### config.mk
export PLATFORM = sky130hd
export DESIGN_NAME = rx_block_lock
export DESIGN_NICKNAME = d
export VERILOG_FILES = /design/src/rtl/pcs_pkg.sv /design/src/rtl/rx_block_lock.sv
export SDC_FILE = /design/constraint.sdc
export NUM_CORES = 1
export LEC_CHECK = 0
export ABC_AREA = 1
export CORE_UTILIZATION = 45
export CTS_BUF_LIST = sky130_fd_sc_hd__clkbuf_4 sky130_fd_sc_hd__clkbuf_8 sky130_fd_sc_hd__clkbuf_16
export DETAILED_ROUTE_END_ITERATION = 16
export PLACE_DENSITY_LB_ADDON = 0.12
export REMOVE_ABC_BUFFERS = 1
export SETUP_SLACK_MARGIN = 0.05
export SYNTH_ARGS = -nofsm -noshare
export SYNTH_HDL_FRONTEND = slang
export SYNTH_SLANG_ARGS = --single-unit
export TNS_END_PERCENT = 1
### constraint.sdc
create_clock -name i_clk -period 5 [get_ports i_clk]
set_input_delay 1 -clock i_clk [delete_from_list [all_inputs] [get_ports i_clk]]
set_output_delay 1 -clock i_clk [all_outputs]
set_load 0.1 [all_outputs]
### src/rtl/pcs_pkg.sv
// Shared 64b/66b PCS definitions: sync-header encodings and block-lock FSM states.
package pcs_pkg;

    localparam logic [1:0] SYNC_DATA = 2'b01;
    localparam logic [1:0] SYNC_CTRL = 2'b10;

    typedef enum logic [1:0] {
        LOCK_INIT = 2'd0,
        TEST_SH   = 2'd1,
        SLIP      = 2'd2,
        SLIP_WAIT = 2'd3
    } block_lock_state_t;

    function automatic logic is_legal_header(input logic [1:0] hdr);
        return (hdr == SYNC_DATA) || (hdr == SYNC_CTRL);
    endfunction

endpackage

### src/rtl/rx_block_lock.sv
// 64b/66b receive block-lock FSM: counts legal sync headers, declares lock after a
// clean window, and requests single-bit slips when alignment is wrong or lost.
module rx_block_lock
    import pcs_pkg::*;
#(
    parameter int SH_CNT_MAX       = 64,
    parameter int SH_INVALID_MAX   = 16,
    parameter int SLIP_WAIT_CYCLES = 32
) (
    input  logic       i_clk,
    input  logic       i_reset_n,
    input  logic [1:0] i_header,
    input  logic       i_header_valid,
    output logic       o_slip,
    output logic       o_block_lock
);

    localparam int CNT_W = $clog2(SH_CNT_MAX + 1);
    localparam int INV_W = $clog2(SH_INVALID_MAX + 1);

    block_lock_state_t r_state;
    block_lock_state_t w_state_nxt;
    logic [CNT_W-1:0]  r_sh_cnt;
    logic [CNT_W-1:0]  w_sh_cnt_nxt;
    logic [CNT_W-1:0]  w_n_cnt;
    logic [INV_W-1:0]  r_inv_cnt;
    logic [INV_W-1:0]  w_inv_cnt_nxt;
    logic [INV_W-1:0]  w_n_inv;
    logic [7:0]        r_wait_cnt;
    logic [7:0]        w_wait_cnt_nxt;
    logic              r_slip;
    logic              w_slip_nxt;
    logic              r_lock;
    logic              w_lock_nxt;
    logic              w_illegal;

    assign w_illegal = !is_legal_header(i_header);
    assign w_n_cnt   = r_sh_cnt + CNT_W'(1);
    assign w_n_inv   = r_inv_cnt + {{(INV_W-1){1'b0}}, w_illegal};

    always_comb begin
        w_state_nxt    = r_state;
        w_sh_cnt_nxt   = r_sh_cnt;
        w_inv_cnt_nxt  = r_inv_cnt;
        w_wait_cnt_nxt = r_wait_cnt;
        w_slip_nxt     = 1'b0;
        w_lock_nxt     = r_lock;

        case (r_state)
            LOCK_INIT: begin
                w_sh_cnt_nxt   = '0;
                w_inv_cnt_nxt  = '0;
                w_wait_cnt_nxt = '0;
                w_lock_nxt     = 1'b0;
                w_state_nxt    = TEST_SH;
            end
            TEST_SH: begin
                if (i_header_valid) begin
                    // Unlocked: any bad header slips; locked: only a saturated window does.
                    if (w_illegal && (!r_lock || (w_n_inv == INV_W'(SH_INVALID_MAX)))) begin
                        w_state_nxt   = SLIP;
                        w_slip_nxt    = 1'b1;
                        w_lock_nxt    = 1'b0;
                        w_sh_cnt_nxt  = '0;
                        w_inv_cnt_nxt = '0;
                    end else if (w_n_cnt == CNT_W'(SH_CNT_MAX)) begin
                        if (w_n_inv == '0) begin
                            w_lock_nxt = 1'b1;
                        end
                        w_sh_cnt_nxt  = '0;
                        w_inv_cnt_nxt = '0;
                    end else begin
                        w_sh_cnt_nxt  = w_n_cnt;
                        w_inv_cnt_nxt = w_n_inv;
                    end
                end
            end
            SLIP: begin
                w_sh_cnt_nxt   = '0;
                w_inv_cnt_nxt  = '0;
                w_wait_cnt_nxt = '0;
                w_lock_nxt     = 1'b0;
                w_state_nxt    = SLIP_WAIT;
            end
            SLIP_WAIT: begin
                // Give the transceiver time to apply the slip before judging headers again.
                if (r_wait_cnt == 8'(SLIP_WAIT_CYCLES - 1)) begin
                    w_wait_cnt_nxt = '0;
                    w_state_nxt    = TEST_SH;
                end else begin
                    w_wait_cnt_nxt = r_wait_cnt + 8'd1;
                end
            end
            default: begin
                w_state_nxt = LOCK_INIT;
            end
        endcase
    end

    always_ff @(posedge i_clk or negedge i_reset_n) begin
        if (!i_reset_n) begin
            r_state    <= LOCK_INIT;
            r_sh_cnt   <= '0;
            r_inv_cnt  <= '0;
            r_wait_cnt <= '0;
            r_slip     <= 1'b0;
            r_lock     <= 1'b0;
        end else begin
            r_state    <= w_state_nxt;
            r_sh_cnt   <= w_sh_cnt_nxt;
            r_inv_cnt  <= w_inv_cnt_nxt;
            r_wait_cnt <= w_wait_cnt_nxt;
            r_slip     <= w_slip_nxt;
            r_lock     <= w_lock_nxt;
        end
    end

    assign o_slip       = r_slip;
    assign o_block_lock = r_lock;

endmodule

==> out/qor.yml, run 1 <==
period_needed_ns: 2.93
whs_endpoint: "r_inv_cnt[0]"
area_growth_syn_to_layout_pct: 11.0
rsz0062_at_grt: "false"
clock_skew_ns: 0.00745
via_per_inst: 5.06
cp-start-kind: "flip-flop"
gp_congestion: 0.845
initial_utilization_pct: 48.8
slew_violations: 0
syn_area_per_cell_sq_um: 8.62
power_leakage_uw: 0.000780
max_freq_mhz: 341
worstSetupPathType: "flip-flop to primary output"
reg2regPathDepth: 10
finalCritPeriodShare_pct: 58.7
crit_fanout: 3
antenna_cells: 0
crit_arrival_ns: 1.93
cts_root_buffer: "clkbuf_4"
die-area_sq_mm: 0.00363
cts_setup_buffers: 0
status: "finished, final reports clean"
syn_area_sq_mm: 0.00153
clk_latency_ns: 0.32
synth-seq-cells: 24
wl_per_cell_um: 11.7
io_pins: 7
drt_wl_total_mm: 2.70
cp_top_family: "buffers and inverters"
clockBufferDepth: 2
cts_resized: 0
ys_warn_count: 0
critical_path_buf_inv_count: 1
end_kind: "primary output"
cts-buffers-inserted: 3
r2r_end: "r_inv_cnt[3]"
die_h_um: 60.2
final_nets: 202
vias: 1169
drc: 0
ctsHoldBuffers: 0
clk_pin_slew_ns: 0.13
fillers: 291
fin_setup_tns_ns: 0
rows: 20
cts_sinks: 24
worstPathRequired_ns: 4.00
cp_slowest_stage_delay_ns: 1.17
path_cells: "clkdlybuf4s50_1"
ys_seq_area_share_pct: 39.3
ir_drop_uv: 258
hpwl_mm: 2.07
min_from: "r_inv_cnt[0]"
fin_total_pwr_uw: 836
tightest_slew_ns: 1.10
die_w_um: 60.2
reg2reg_from: "r_state[0]"
antenna_found_initial: 0
synth.distinct_cells: 28
drt_first_pass_iters: 4
portBuffers: 6
cts_tree: "done"
holdWs_ns: 0.511
cap_violations: 0
grt_overflow: 0
max_slew_margin_pct: 26.7
hold_path_class: "flip-flop to flip-flop"
crit_path_top_delay_cell: "clkdlybuf4s50_1"
reg2reg_slack_ns: 3.08
grt_util_all_layers_pct: 17.4
ant_nets: 0
p_per_area_mw_per_mm2: 493
final-setup-viol-count: 0
drive_gt1_share_pct: 19.3
grt_pass1_wl_mm: 4.62
syn_inst: 177
hold_violations: 0
holdPathStages: 2
drtIter0Drc: 65
core_area_sq_mm: 0.00313
cts_max_level: 1
grt_pass1_vias: 1054
grt_max_degree: 25
==> cells in the mapped netlist, drive strengths merged <==
cell | n | share of area [%]
o211ai | 1 | 0.49
o21a | 1 | 0.49
ha | 9 | 7.4
inv | 29 | 7.5
a21oi | 5 | 1.6
nand2 | 42 | 14
nor3 | 1 | 0.33
nand4 | 9 | 3.7
nor2 | 14 | 4.6
a31oi | 1 | 0.41
o21bai | 1 | 0.74
dfrtp | 24 | 39
xor2 | 3 | 1.7
o21ai | 15 | 6.4
nand3 | 19 | 8.7
o22ai | 1 | 0.82
xnor2 | 1 | 1.8
nor3b | 1 | 0.49
==> through the flow <==
step | util [%] | setup slack, ns | area [sq um] | cells
after CTS | 54.2 | 2.06 | 1690 | 231
after global routing | 54.2 | 1.97 | 1690 | 231
after floorplan | - | 2.42 | 1530 | 177
after global placement | 52.5 | 1.83 | 1640 | 227
final | 54.2 | 2.07 | 1690 | 231
after detailed placement | 52.5 | 1.72 | 1640 | 227
==> area by class of cell <==
class | count | area, sq um | share of cell area, %
flip-flops and latches | 24 | 601 | 35.5
inverters | 29 | 114 | 6.72
well taps | 44 | 55.1 | 3.25
clock buffers | 3 | 22.5 | 1.33
multi-input cells | 124 | 812 | 47.9
repair buffers | 6 | 60.1 | 3.55
clock inverters | 1 | 30.0 | 1.77
==> cells in the final DEF (no fill, tap or decap), drive strengths merged <==
cell type,instances
ha,9
nand3,19
o21bai,1
o22ai,1
nor3b,1
o21ai,15
xnor2,1
nor2,14
clkbuf,3
o211ai,1
nor3,1
o21a,1
xor2,3
clkdlybuf4s50,6
a31oi,1
inv,29
bufinv,1
a21oi,5
nand2,42
dfrtp,24
nand4,9
==> how the worst max path moves through the flow <==
stage / start / to / slack (ns) / cells after the start
2_1_floorplan: i_header[1] / o_block_lock / 2.42 / 13
3_3_place_gp: i_header[1] / r_state[1] / 1.83 / 14
3_5_place_dp: i_header[1] / r_state[1] / 1.72 / 15
4_1_cts: o_block_lock / o_block_lock / 2.06 / 1
5_1_grt: i_header[1] / r_state[1] / 1.97 / 15
6_report: o_block_lock / o_block_lock / 2.07 / 1
==> flip-flops by register name, summed over array words and instances, names as in the netlist <==
| name | cells |
|---|---|
| r_inv_cnt | 5 |
| o_block_lock | 1 |
| r_wait_cnt | 8 |
| o_slip | 1 |
| r_sh_cnt | 7 |
| r_state | 2 |
==> cells by family after synthesis <==
kind of cell               synth area share (%)
and+or+nand+nor                            31.3
buffers and inverters                      7.46
AOI/OAI and AO/OA                          11.0
DFF                                        39.3
adders and majority gates                  7.38
xor gates and xnor gates                   3.53
==> power by group <==
group	switching (uW)	leakage, uW	internal, uW
sequential	40.6	0.000326	231
combinational	287	0.000426	135
clock	61.1	0.0000279	81.0
total	389	0.000780	447
==> metal layers <==
metal	GRT usage, %	share of wire [%]	vias to the layer above
met1	24.9	52	547
met5	0	0	-
met4	6.98	1.6	0
li1	-	-	605
met2	26.5	44	12
met3	1.95	2.3	5
Note: power is estimated with default switching activity, not from simulation.
==> inputs of run 2 (changes only) <==
==> constraint.sdc (replaced) <==
create_clock -name i_clk -period 2.5 [get_ports i_clk]
set_input_delay 0.5 -clock i_clk [delete_from_list [all_inputs] [get_ports i_clk]]
set_output_delay 0.5 -clock i_clk [all_outputs]
set_load 0.1 [all_outputs]
==> run 2 against run 1 <==
  * Combinational power rose by 110%
  * Final cell count rose by 2.6%
  * Power rose by 100%
  * Sequential share of layout area fell by 0.82 points
  * Design area rose by 2.4%
  * Hold slack got worse by 0.0013 ns
  * Global-route usage rose by 0.63 points
  * Critical path depth rose by 13
  * Clock-buffer cell count did not move
  * First-iteration DRC count fell by 20%
  * Largest power group unchanged
  * Non-clock buffer count rose by 6
  * Clock skew fell by 0.0032 ns
==> out/qor.yml, run 2 (synthesized netlist as in run 1, its figures left out) <==
final_cell_mix: "32 x nand2_1, 25 x inv_1, 24 x dfrtp_1"
drt_wl_total_mm: 2.76  # +2.1%
critPathMostFrequentCell: "nand2_1"
reg2regPathDepth: 10  # unchanged
area_growth_syn_to_layout_pct: 13.6
p_per_area_mw_per_mm2: 980  # +99%
power_leakage_uw: 0.000813  # +4.2%
clk_latency_ns: 0.31  # about the same
cts_max_level: 1  # unchanged
antenna_found_initial: 0  # unchanged
rows: 20  # unchanged
cp_slowest_stage_delay_ns: 0.49  # -0.68 ns
finalCritPeriodShare_pct: 88.5
cp-endpoint: "r_state[0]"
grt_overflow: 0  # unchanged
end_kind: "flip-flop"
cts_resized: 0  # unchanged
cts_sinks: 24  # unchanged
io_pins: 7  # unchanged
final_core_util_pct: 55.4  # +1.3 points
path_cells: "clkdlybuf4s50_1 > xnor2_4 > ha_1 > ha_1 > inv_1 > nand2_1 > nor2_4 > nand3_2 > nand2_4 > nand2_8 > nand2_4 > nand3_2 > nand2_1 > nand2_1"
ant_nets: 0  # unchanged
critical_path_buf_inv_count: 2  # +1
crit_path_top_delay_cell: "clkdlybuf4s50_1"
wl_per_cell_um: 11.6  # -0.51%
holdWs_ns: 0.509  # -0.00132 ns
place_ws_ns: -0.0833  # -1.80 ns
drt_first_pass_iters: 4  # unchanged
portBuffers: 6  # unchanged
core_area_sq_mm: 0.00313  # unchanged
final_common_cell: "nand2_1"
reg2reg_from: "r_state[0]"
die-area_sq_mm: 0.00363  # unchanged
reg_top3: "r_wait_cnt: 8 flops, r_sh_cnt: 7 flops, r_inv_cnt: 5 flops"
via_per_inst: 4.96  # -2.0%
initial_utilization_pct: 48.8  # unchanged
rsz0062_at_grt: "false"
max_freq_mhz: 452
hold_path_class: "flip-flop to flip-flop"
cap_violations: 0  # unchanged
worstPathRequired_ns: 2.73  # -1.27 ns
tightest_slew_ns: 0.450  # -0.646 ns
final_nets: 208  # +3.0%
grt_max_degree: 25  # unchanged
postPlaceCellArea_sq_mm: 0.00168  # +2.4%
period_needed_ns: 2.21
drtIter0Drc: 52  # -20%
die_h_um: 60.2  # unchanged
final-setup-viol-count: 0  # unchanged
grt_pass1_wl_mm: 4.88  # +5.7%
clk_pin_slew_ns: 0.14  # about the same
fin_total_pwr_uw: 1700  # +100%
clockBufferDepth: 2  # unchanged
drive_gt1_share_pct: 22.8  # +3.5 points
r2r_end: "r_inv_cnt[3]"
worstSetupPathType: "input port to flip-flop"
crit_fanout: 10  # +7
cp-start-kind: "input port"
max_slew_margin_pct: 70.0  # +43 points
cts_root_buffer: "clkbuf_4"
ctsHoldBuffers: 0  # unchanged
reg2reg_slack_ns: 0.55  # -2.53 ns
gp_congestion: 0.827  # -2.2%
cts_tree: "done"
die_w_um: 60.2  # unchanged
clock_skew_ns: 0.00429  # -0.00316 ns
setup_slack_ns: 0.287  # -1.78 ns
drc: 0  # unchanged
cts-buffers-inserted: 3  # unchanged
slew_violations: 0  # unchanged
cp_top_family: "simple AND/OR/NAND/NOR gates"
hold_violations: 0  # unchanged
fin_area_sq_mm: 0.00173  # +2.4%
hpwl_mm: 2.07  # about the same
grt_pass1_vias: 1098  # +4.2%
antenna_cells: 0  # unchanged
cp.depth: 14  # +13
vias: 1175  # +0.51%
grt_util_all_layers_pct: 18.0  # +0.63 points
largest_register_ffs: 8  # unchanged
top_register: "r_wait_cnt"
cts_setup_buffers: 0  # unchanged
crit_arrival_ns: 2.44  # +0.51 ns
status: "finished, final reports clean"
cp-startpoint: "i_header[1]"
ir_drop_uv: 614  # +140%
## run 2: changes by cell type in the layout (fill, tap and decap cells not counted)
| cell | change |
|---|---|
| buf_4 | +8 |
| clkdlybuf4s50_1 | -2 |
## run 2: layout make-up
class / count / area, sq um
Timing Repair Buffer: 12 / 100
Sequential cell: 24 / 601
Inverter: 29 / 114
Clock buffer: 3 / 22.5
Clock inverter: 1 / 30.0
Tap cell: 44 / 55.1
Multi-Input combinational cell: 124 / 812
Fill cell: 280 / 1390
## run 2: metrics by stage
| step | cells | setup TNS (ns) |
|---|---|---|
| 2_1_floorplan | 177 | 0 |
| 3_3_place_gp | 233 | -0.0632 |
| 3_5_place_dp | 233 | -0.505 |
| 4_1_cts | 237 | 0 |
| 5_1_grt | 237 | 0 |
| 6_report | 237 | 0 |
## run 2: metal layers
layer	GRT usage, %	up-vias	share of wire [%]
met2	26.5	20	43
met3	2.81	6	4.0
met4	6.98	0	1.5
met5	0	-	0
met1	26.2	538	51
li1	-	611	-
## run 2: worst min-delay path by stage
| stage | startpoint | end | slack (ns) | depth (start not counted) |
|---|---|---|---|---|
| after CTS | r_inv_cnt[0] | r_inv_cnt[0] | 0.52 | 2 |
| after global placement | r_inv_cnt[0] | r_inv_cnt[0] | 0.48 | 2 |
| final | r_inv_cnt[0] | r_inv_cnt[0] | 0.51 | 2 |
| after detailed placement | r_inv_cnt[0] | r_inv_cnt[0] | 0.49 | 2 |
| after floorplan | i_reset_n | o_block_lock | 0.20 | 0 |
| after global routing | i_reset_n | r_sh_cnt[0] | 0.55 | 2 |
## run 2: tightest hold or removal path: cells and delay by family, from the launching register on
family / cells / cell delay, ns
and+or+nand+nor: 1 / 0.07
AOI/OAI and AO/OA: 1 / 0.05
DFF: 1 / 0.38
## run 2: power by group
part           switching [uW]  internal [uW]  leakage, uW  total [uW]
Combinational             585            288     0.000459         874
Sequential               81.7            462     0.000326         544
Clock                     120            162    0.0000279         282
Total                     787            913     0.000813        1700
==> variant, RTL diff (flow settings as in run 1) <==
Register the inputs `i_header` and `i_header_valid` before use, with the module's reset. The logic sees them one clock later.
--- a/src/rtl/rx_block_lock.sv
+++ b/src/rtl/rx_block_lock.sv
@@ -19,4 +19,17 @@
     localparam int INV_W = $clog2(SH_INVALID_MAX + 1);
 
+    logic [1:0] i_header_q;
+    logic i_header_valid_q;
+
+    always_ff @(posedge i_clk or negedge i_reset_n) begin
+        if (!i_reset_n) begin
+            i_header_q       <= '0;
+            i_header_valid_q <= '0;
+        end else begin
+            i_header_q       <= i_header;
+            i_header_valid_q <= i_header_valid;
+        end
+    end
+
     block_lock_state_t r_state;
     block_lock_state_t w_state_nxt;
@@ -35,5 +48,5 @@
     logic              w_illegal;
 
-    assign w_illegal = !is_legal_header(i_header);
+    assign w_illegal = !is_legal_header(i_header_q);
     assign w_n_cnt   = r_sh_cnt + CNT_W'(1);
     assign w_n_inv   = r_inv_cnt + {{(INV_W-1){1'b0}}, w_illegal};
@@ -56,5 +69,5 @@
             end
             TEST_SH: begin
-                if (i_header_valid) begin
+                if (i_header_valid_q) begin
                     // Unlocked: any bad header slips; locked: only a saturated window does.
                     if (w_illegal && (!r_lock || (w_n_inv == INV_W'(SH_INVALID_MAX)))) begin
Function: changed (Yosys sat finds a counterexample within 4 cycles, from zero or initial values and one cycle with i_reset_n low).
==> variant against run 1 <==
Area after synthesis fell by 1.4%. Routed wire length fell by 3.0%. Synthesized cell count rose by 4.5%. First-iteration DRC count fell by 22%. Total power fell by 13%. Final cell count rose by 3.9%. Worst setup slack improved by 0.053 ns. Utilization fell by 0.81 points. Design area fell by 2.3%. Global-route usage rose by 0.32 points. Count of clock-buffer cells in the layout did not move. Sequential cell count rose by 3. Critical path type unchanged. Critical endpoint unchanged. Largest power group unchanged. Highest routed layer unchanged.
==> variant: results (changes against run 1) <==
* Max VDD drop at 0.278 mV (+7.9%)
* Vias in the first global route at 1107 (+5.0%)
* Sw Ratio at 46.0% (-0.50 points)
* Post-Route WL at 2620 µm (-3.0%)
* DR vias at 1166 (-0.26%)
* Commonest cells in the netlist: nand2_1, dfrtp_1, inv_1, nor2_1, nand3_1
* Share of cells above drive strength 1 at 9.69% (-9.6 points)
* Final clock skew at 0.000957 ns (-0.00649 ns)
* # fillers at 315 (+8.2%)
* Largest net degree at the start of global routing at 28 (+12%)
* Yosys cell types at 28 (unchanged)
* TritonRoute pass-1 iters at 5 (+1)
* Area contributors post-synth: dfrtp_1, nand2_1, ha_1
* Post-CTS Setup Bufs at 0 (unchanged)
* Gr usage total at 17.7% (+0.32 points)
* Critical Path AT at 1.88 ns (-0.05 ns)
* Layout Nets at 211 (+4.5%)
* Worst-path clk slew at 0.15 ns (+0.02 ns)
* First-pass GRT wire length at 4780 µm (+3.6%)
* Register area share after synthesis at 44.9% (+5.5 points)
* Max incr delay on CP at 1.15 ns (-0.02 ns)
* Synthesis warning total at 0 (unchanged)
* Worst path slowest cell: clkdlybuf4s50_1
* GP Congestion at 0.827 (-2.1%)
* DRT iter0 DRCs at 51 (-22%)
* DP HPWL at 1980 µm (-4.2%)
* Status: finished clean
[variant: power by group through the flow]
stage / clock [W] / combinational, W / sequential, W
3_3_place_gp: 0 / 0.000335 / 0.000295
4_1_cts: 0.000101 / 0.000343 / 0.000293
2_1_floorplan: 0 / 0.000235 / 0.000323
3_5_place_dp: 0 / 0.000342 / 0.000298
6_report: 0.0000946 / 0.000339 / 0.000293
5_1_grt: 0.000110 / 0.000390 / 0.000300
[variant: area by class of cell]
cell class | instances | area, µm² | area share (%)
Timing Repair Buffer | 7 | 67.6 | 4.08
Multi-Input combinational cell | 132 | 732 | 44.2
Inverter | 26 | 97.6 | 5.90
Sequential cell | 27 | 676 | 40.8
Clock inverter | 1 | 5.00 | 0.302
Tap cell | 44 | 55.1 | 3.33
Clock buffer | 3 | 22.5 | 1.36
[variant: worst paths after layout]
kind	cells past startpoint	from	slack [ns]	endpoint
min reg2reg	2	r_inv_cnt[0]	0.51	r_inv_cnt[0]
min in group asynchronous	2	i_reset_n	1.03	r_inv_cnt[3]
max	1	o_block_lock	2.12	o_block_lock
max reg2reg	12	i_header_q[0]	2.52	r_state[1]
max in group asynchronous	2	i_reset_n	3.72	r_state[0]
min	2	r_inv_cnt[0]	0.51	r_inv_cnt[0]
[variant: through the flow]
step                util, %  cell area, µm²  instances  setup slack (ns)  power, W
floorplan                 -            1510        185              2.77  0.000558
global placement       52.5            1630        236              2.51  0.000629
detailed placement     52.5            1630        236              2.49  0.000640
CTS                    53.3            1660        240              2.09  0.000737
global route           53.3            1660        240              2.05  0.000800
finish                 53.3            1660        240              2.12  0.000726
[variant: routing by layer]
metal	vias up	wire, µm	global-route usage (%)
li1	615	-	-
met1	536	1230	23.9
met2	13	1310	29.5
met3	2	66	1.95
met4	0	17	5.98
met5	-	0	0
[variant: logic make-up (layout without fill, tap and decap cells)]
logic type                 Yosys count  in the layout  share of synthesized area, %
and+or+nand+nor                    102            102                          32.1
buffers and inverters               26             37                          6.48
adders and majority gates            9              9                          7.48
AOI/OAI and AO/OA                   16             16                          6.15
DFF                                 27             27                          44.9
xor gates and xnor gates             5              5                          2.91
